<file path="src/rtl/uproc_pkg.sv">
// Shared types and constants for the uProcessor boot path: loader states, error codes,
// and the program-memory geometry also used by the program counter and program memory.
package uproc_pkg;

  localparam int PM_ADDR_W = 6;
  localparam int PM_INS_W  = 13;

  typedef enum logic [2:0] {
    IDLE,
    HDR,
    LO,
    HI,
    CHK,
    DONE,
    ERR
  } loader_state_t;

  localparam logic [1:0] ERR_NONE    = 2'b00;
  localparam logic [1:0] ERR_HIBYTE  = 2'b01;
  localparam logic [1:0] ERR_CSUM    = 2'b10;
  localparam logic [1:0] ERR_TIMEOUT = 2'b11;

endpackage

</file>
<file path="src/rtl/loader_timeout.sv">
// Idle-cycle watchdog for the loader: counts enabled cycles since the last clear and
// flags expiry when the count reaches TIMEOUT (TIMEOUT of 0 never expires).
module loader_timeout #(
  parameter int TIMEOUT = 1023
) (
  input  logic clk,
  input  logic nReset,
  input  logic clear,
  input  logic enable,
  output logic expired
);

  localparam int CNT_W = (TIMEOUT > 0) ? $clog2(TIMEOUT + 1) : 1;

  logic [CNT_W-1:0] count;

  // Holds at TIMEOUT once reached so the expiry flag stays stable until cleared.
  always_ff @(posedge clk or negedge nReset) begin
    if (!nReset) begin
      count <= '0;
    end else if (clear) begin
      count <= '0;
    end else if (enable && !expired) begin
      count <= count + 1'b1;
    end
  end

  assign expired = (TIMEOUT != 0) && (count == CNT_W'(TIMEOUT));

endmodule

</file>
<file path="src/rtl/prog_loader.sv">
// Boot loader: assembles a checksummed byte image into instructions, writes them to
// program memory and releases the core from reset only after a complete, valid image.
module prog_loader
  import uproc_pkg::*;
#(
  parameter int ADDR_W  = PM_ADDR_W,
  parameter int INS_W   = PM_INS_W,
  parameter int TIMEOUT = 1023
) (
  input  logic              clk,
  input  logic              nReset,
  input  logic              start_i,
  input  logic [7:0]        byte_i,
  input  logic              byte_valid_i,
  output logic              byte_ready_o,
  output logic              pm_we_o,
  output logic [ADDR_W-1:0] pm_addr_o,
  output logic [INS_W-1:0]  pm_data_o,
  output logic              core_nreset_o,
  output logic              busy_o,
  output logic              done_o,
  output logic [1:0]        err_o
);

  loader_state_t     state;
  logic [ADDR_W-1:0] n_m1;
  logic [ADDR_W:0]   word_cnt;
  logic [7:0]        sum;
  logic [7:0]        lo_byte;
  logic              busy;
  logic              xfer;
  logic              expired;

  // Only INS_W-8 bits of the high byte belong to the instruction; the rest must be zero.
  function automatic logic hi_byte_bad(input logic [7:0] b);
    return (b >> (INS_W - 8)) != 8'd0;
  endfunction

  assign busy         = (state == HDR) || (state == LO) || (state == HI) || (state == CHK);
  assign xfer         = byte_valid_i && busy;
  assign byte_ready_o = busy;
  assign busy_o       = busy;
  assign done_o       = (state == DONE);

  loader_timeout #(
    .TIMEOUT(TIMEOUT)
  ) u_timeout (
    .clk    (clk),
    .nReset (nReset),
    .clear  (xfer || (start_i && !busy)),
    .enable (busy),
    .expired(expired)
  );

  always_ff @(posedge clk or negedge nReset) begin
    if (!nReset) begin
      state         <= IDLE;
      err_o         <= ERR_NONE;
      core_nreset_o <= 1'b0;
      pm_we_o       <= 1'b0;
      pm_addr_o     <= '0;
      pm_data_o     <= '0;
      n_m1          <= '0;
      word_cnt      <= '0;
      sum           <= '0;
      lo_byte       <= '0;
    end else begin
      pm_we_o       <= 1'b0;
      // Dropped in the same edge that accepts start_i, so no write can see the core running.
      core_nreset_o <= (state == DONE) && !start_i;
      if (busy && !xfer && expired) begin
        state <= ERR;
        err_o <= ERR_TIMEOUT;
      end else begin
        case (state)
          IDLE, DONE, ERR: begin
            if (start_i) begin
              state <= HDR;
              err_o <= ERR_NONE;
            end
          end
          HDR: begin
            if (xfer) begin
              n_m1     <= byte_i[ADDR_W-1:0];
              sum      <= byte_i;
              word_cnt <= '0;
              state    <= LO;
            end
          end
          LO: begin
            if (xfer) begin
              lo_byte <= byte_i;
              sum     <= sum + byte_i;
              state   <= HI;
            end
          end
          HI: begin
            if (xfer) begin
              if (hi_byte_bad(byte_i)) begin
                state <= ERR;
                err_o <= ERR_HIBYTE;
              end else begin
                pm_we_o   <= 1'b1;
                pm_addr_o <= word_cnt[ADDR_W-1:0];
                pm_data_o <= {byte_i[INS_W-9:0], lo_byte};
                sum       <= sum + byte_i;
                word_cnt  <= word_cnt + 1'b1;
                state     <= (word_cnt == {1'b0, n_m1}) ? CHK : LO;
              end
            end
          end
          CHK: begin
            if (xfer) begin
              if (byte_i == sum) begin
                state <= DONE;
              end else begin
                state <= ERR;
                err_o <= ERR_CSUM;
              end
            end
          end
          default: state <= IDLE;
        endcase
      end
    end
  end

endmodule

</file>
<file path="config.mk">
export PLATFORM = sky130hd
export DESIGN_NAME = prog_loader
export DESIGN_NICKNAME = d
export VERILOG_FILES = /design/src/rtl/uproc_pkg.sv /design/src/rtl/loader_timeout.sv /design/src/rtl/prog_loader.sv
export SDC_FILE = /design/constraint.sdc
export NUM_CORES = 1
export LEC_CHECK = 0
export ABC_AREA = 1
export CAP_MARGIN = 20
export CORE_ASPECT_RATIO = 2
export CORE_MARGIN = 5
export CORE_UTILIZATION = 35
export CTS_CLUSTER_DIAMETER = 100
export DETAILED_ROUTE_END_ITERATION = 10
export GPL_TIMING_DRIVEN = 0
export PLACE_DENSITY_LB_ADDON = 0.12
export SLEW_MARGIN = 20
export SYNTH_ARGS = -nofsm -noshare
export SYNTH_HDL_FRONTEND = slang
export SYNTH_HIERARCHICAL = 1
export SYNTH_SLANG_ARGS = --single-unit
</file>
<file path="constraint.sdc">
create_clock -name clk -period 3.6 [get_ports clk]
set_input_delay 1.08 -clock clk [delete_from_list [all_inputs] [get_ports clk]]
set_output_delay 1.08 -clock clk [all_outputs]
set_load 0.05 [all_outputs]
</file>
* Word level (Yosys, flattened, before mapping)
Index checks and enable logic that the tools add are counted.
Word-level totals: logic and storage cells 96, bits in registers 65, output and inout bits 26, bits of input ports 12
Cells by class: bitwise logic cells 2, $add $sub $neg 3, reduce and logical (&&, ||, !) cells 28, mux-type cells 32, eq/ne operators 20
Operators by type and width (count):
- $mux W8 | 4
- $mux W3 | 8
- $pmux W8 S3 | 1
- $mux W7 | 3
- $mux W10 | 2
- $pmux W3 S5 | 1
- $mux W2 | 7
- $pmux W7 S2 | 1
- $ne A3 B2 Y1 const B | 4
- $reduce_and A6 Y1 | 2
- $add A10 B1 Y10 const B | 1
- $eq A10 B10 Y1 const B | 1
- $reduce_and A5 Y1 | 2
- $eq A3 B3 Y1 const B | 3
- $add A8 B8 Y8 | 1
- $eq A8 B8 Y1 | 1
- $ne A2 B2 Y1 const B | 4
- $reduce_bool A8 Y1 | 1
- $add A7 B1 Y7 const B | 1
- $eq A7 B6 Y1 | 1
- $eq A3 B2 Y1 const B | 2
- $logic_and A1 B1 Y1 | 6
- $ne A3 B3 Y1 const B | 2
- $pmux W2 S3 | 1
- 13 further kinds | 25

* Logic depth before layout (Yosys ltp)
word-level depth 10, mapped depth 15, depth with buffers taken out 14

* Modules after synthesis
The synthesis kept the hierarchy.
Modules (own cells, without submodules):
- prog_loader | sequential area each 1376.3 um^2, cells each 409, instances 1, area an instance 3074.2 um^2
- loader_timeout | sequential area each 250.2 um^2, cells each 98, instances 1, area an instance 665.6 um^2

* Worst setup path before layout
No wires, ideal clock.
kind register -> output, from register state[1], to output port done_o, cell stages (with the launch flop) 5, slack 1207 ps, data required time 2520 ps, arrival time 1313 ps, buffers on the path 1, path through dfrtp_1 -> buf_4 -> inv_4 -> nand2_1 -> nor2_1
Between the ends: word-level cells in the longest chain between the ends 1
RTL lines:
- start, declared | line prog_loader.sv:25 | loader_state_t state;
- start signal, assigned | line prog_loader.sv:108 | state <= (word_cnt == {1'b0, n_m1}) ? CHK : LO;
- $eq A3 B3 Y1 | line prog_loader.sv:43 | assign done_o = (state == DONE);
- end, declared | line prog_loader.sv:21 | output logic done_o,
No other way between the ends.

* Final worst setup path
from register state[1], to output port byte_ready_o
Between the ends: word-level cells in the longest chain between the ends 4, elaborated cells on any way between the ends 7, classes of those cells eq/ne (4); reduce/logical (3)
RTL lines:
- $eq A3 B1 Y1 / $eq A3 B2 Y1 (equally long branches) | line prog_loader.sv:39 | assign busy = (state == HDR) || (state == LO) || (state == HI) || (state == CHK);
- $logic_or A1 B1 Y1 (2 in series) | line prog_loader.sv:39
- $logic_or A1 B1 Y1 (*) | line prog_loader.sv:39
- end, declared | line prog_loader.sv:15 | output logic byte_ready_o,
Every way passes the cells marked *; elsewhere a longest branch is shown, timed or not.

==> results.py <==
metrics = {
    "finish": {
        "syn2layout_area_growth_pct": 22.8,
        "finish.utilization": 0.438,
        "layout_common_cells": "170 x nand2_1, 65 x dfrtp_1, 53 x inv_1, 53 x nand3_1, 45 x o21ai_0",
        "layout_commonest_cell": "nand2_1",
        "nets": 578,
        "antenna_cells": 0,
        "layout-drive-gt1-share": 0.0909,
    },
    "placement": {
        "detailedPlacementHpwl_mm": 7.45,
        "port_buffers": 37,
        "routabilityCongestion": 0.877,
    },
    "worst_setup_path": {
        "worst_path_most_repeated_cell": "buf_4",
        "crit_slowest_cell": "clkdlybuf4s50_1",
        "cpPeakStageDelay_ns": 0.79,
        "crit_path_end_kind": "output pin",
        "crit_chain": "buf_4 > nor2_1 > nand2_2 > nand2_4 > buf_4 > clkdlybuf4s50_1",
        "cp_max_fo": 8,
        "path_delay_family": "buffers and inverters",
        "worstPathRequired_ns": 2.52,
        "startpoint_type": "register",
        "cp_num_buf_inv": 3,
        "critical_path_arrival_ns": 2.20,
        "critPathKind": "reg -> out",
    },
    "sta": {
        "setup_viol": 0,
        "slew_viol_final": 0,
        "tightest_slew_ns": 0.888,
        "timing.hold.ws_ns": 0.470,
        "relSlewSlack": 0.402,
        "skew_ns": 0.00698,
        "fin_tns_setup_ns": 0,
        "fin_crit_sh": 0.911,
        "fin_crit_ns": 3.28,
        "max_freq_mhz": 305,
        "rsz0062_at_grt": "false",
        "hold_viol": 0,
    },
    "flow_run": {
        "drv_cap": 0,
    },
    "clock_network": {
        "clk_latency_ns": 0.33,
        "cts_buffers": 9,
        "postCtsSetupRepairBufs": 0,
        "path_clk_slew_ns": 0.05,
        "ctsResizeCount": 0,
        "cts_hold_buf": 0,
        "cts_tree": "yes",
        "cts_max_path_buffers": 2,
        "root_buffer": "clkbuf_16",
        "cts_max_level": 3,
        "cts_sinks": 65,
    },
    "die": {
        "io_pins": 38,
        "die_h_um": 156,
        "start_util": 0.357,
        "core_mm2": 0.0105,
        "die_x_um": 83.1,
        "die-area_mm2": 0.0130,
        "row_count": 53,
    },
    "route": {
        "routed_wl_mm": 9.60,
        "drt_iter0_markers": 144,
        "post-route-drc-count": 0,
        "drtAntennaViolNets": 0,
        "wire_per_inst_um": 13.8,
        "vias": 3386,
        "vias_per_cell": 4.85,
        "drtPass1Iterations": 4,
    },
    "global_route": {
        "grt_max_degree": 38,
        "grt_antenna_before_repair": 0,
        "grt_pass1_vias": 3437,
        "grt_pass1_wl_mm": 16.5,
        "grt_usage": 0.159,
        "overflow": 0,
    },
    "logic_synthesis": {
        "postSynthCellCount": 507,
        "ys_seq_area_frac": 0.435,
        "synth_nets": 529,
        "synth-edff-count": 0,
        "ys_ff_latch": 65,
        "synth_area_mm2": 0.00374,
        "yosysWarningCount": 6,
        "ys.flop_type": "dfrtp_1",
        "avgSynthCellArea_um2": 7.38,
        "async_reset_ff_frac": 1.00,
        "synthDistinctLibCells": 33,
    },
    "worst_hold_path": {
        "hp-class": "reg -> reg",
    },
    "power": {
        "powerDensity_mw_per_mm2": 889,
        "p_leak_uw": 0.00228,
        "total_power_uw": 4080,
        "max-vdd-ir-drop_mv": 0.445,
    },
    "outcome": {
        "status": "finished clean",
    },
}
flip-flops by register name, indices dropped and copies added, names as in the netlist:
| register | cells |
|---|---|
| core_nreset_o | 1 |
| pm_we_o | 1 |
| word_cnt | 7 |
| sum | 8 |
| pm_addr_o | 6 |
| pm_data_o | 13 |
| n_m1 | 6 |
| lo_byte | 8 |
| u_timeout/count | 10 |
| state | 3 |
| err_o | 2 |
worst min-delay path: stages (launching register included):
cell and delay, ns:
dfrtp_1 0.34, nand2_1 0.05, nand2_1 0.05
path summary, 6_finish.rpt:
path / startpoint / end / slack, ns / depth (start not counted)
setup / recovery: state[1] / byte_ready_o / 0.32 / 6
hold / removal: err_o[1] / err_o[1] / 0.47 / 2
setup reg to reg: state[0] / u_timeout/count[0] / 1.18 / 8
hold reg to reg: err_o[1] / err_o[1] / 0.47 / 2
max in group asynchronous: nReset / err_o[0] / 2.40 / 2
min in group asynchronous: nReset / pm_data_o[4] / 0.67 / 1
stage by stage:
step / setup slack (ns) / area, um^2 / std cells
floorplan: 1.21 / 3740 / 507
global placement: -0.946 / 4280 / 681
detailed placement: 0.420 / 4300 / 682
CTS: 0.305 / 4590 / 698
global route: 0.229 / 4590 / 698
finish: 0.320 / 4590 / 698
report_power, final:
| part | internal, uW | switching, uW | leakage, uW | total [uW] |
|---|---|---|---|---|
| sequential | 984 | 159 | 0.000852 | 1140 |
| combinational | 714 | 1380 | 0.00129 | 2100 |
| clock | 507 | 335 | 0.000142 | 841 |
| total | 2200 | 1880 | 0.00228 | 4080 |
per-layer routing:
layer / wire length, um / vias up / global-route usage / part of all wire
li1: - / 1726 / - / -
met1: 3800 / 1586 / 0.166 / 0.40
met2: 5220 / 52 / 0.296 / 0.54
met3: 278 / 22 / 0.0344 / 0.029
met4: 298 / 0 / 0.0795 / 0.031
met5: 0 / - / 0 / 0
cells by family (layout without fill, tap and decap cells):
group,count (synthesis),after routing,synth area share
DFF,65,65,0.435
adders and majority gates,10,10,0.0355
and+or+nand+nor,289,289,0.337
xor gates and xnor gates,5,5,0.0117
AOI/OAI and AO/OA,66,66,0.0947
buffers and inverters,72,126,0.0860
final cells by class:
class | instances | area [um^2]
plain buffers | 13 | 95.1
flip-flops and latches | 65 | 1630
clock buffers | 11 | 253
fillers | 1157 | 5890
multi-input cells | 370 | 1790
clock inverters | 5 | 38.8
well taps | 137 | 171
repair buffers | 38 | 388
inverters | 59 | 226
cell usage after synthesis (3+ instances only):
cell | number | share of area
nand2_1 | 170 | 0.17
dfrtp_1 | 65 | 0.43
inv_1 | 53 | 0.053
nand3_1 | 53 | 0.071
o21ai_0 | 45 | 0.060
nor2_1 | 40 | 0.040
a21oi_1 | 11 | 0.015
ha_1 | 9 | 0.030
nor2_2 | 5 | 0.0084
nor3_1 | 5 | 0.0067
buf_2 | 4 | 0.0054
inv_2 | 4 | 0.0040
o21ai_1 | 4 | 0.0054
xor2_1 | 4 | 0.0094
buf_6 | 3 | 0.0090
clkbuf_1 | 3 | 0.0030
nand2_2 | 3 | 0.0050
nand2_4 | 3 | 0.0090
nor2_4 | 3 | 0.0090
(Power assumes the default switching activity.)
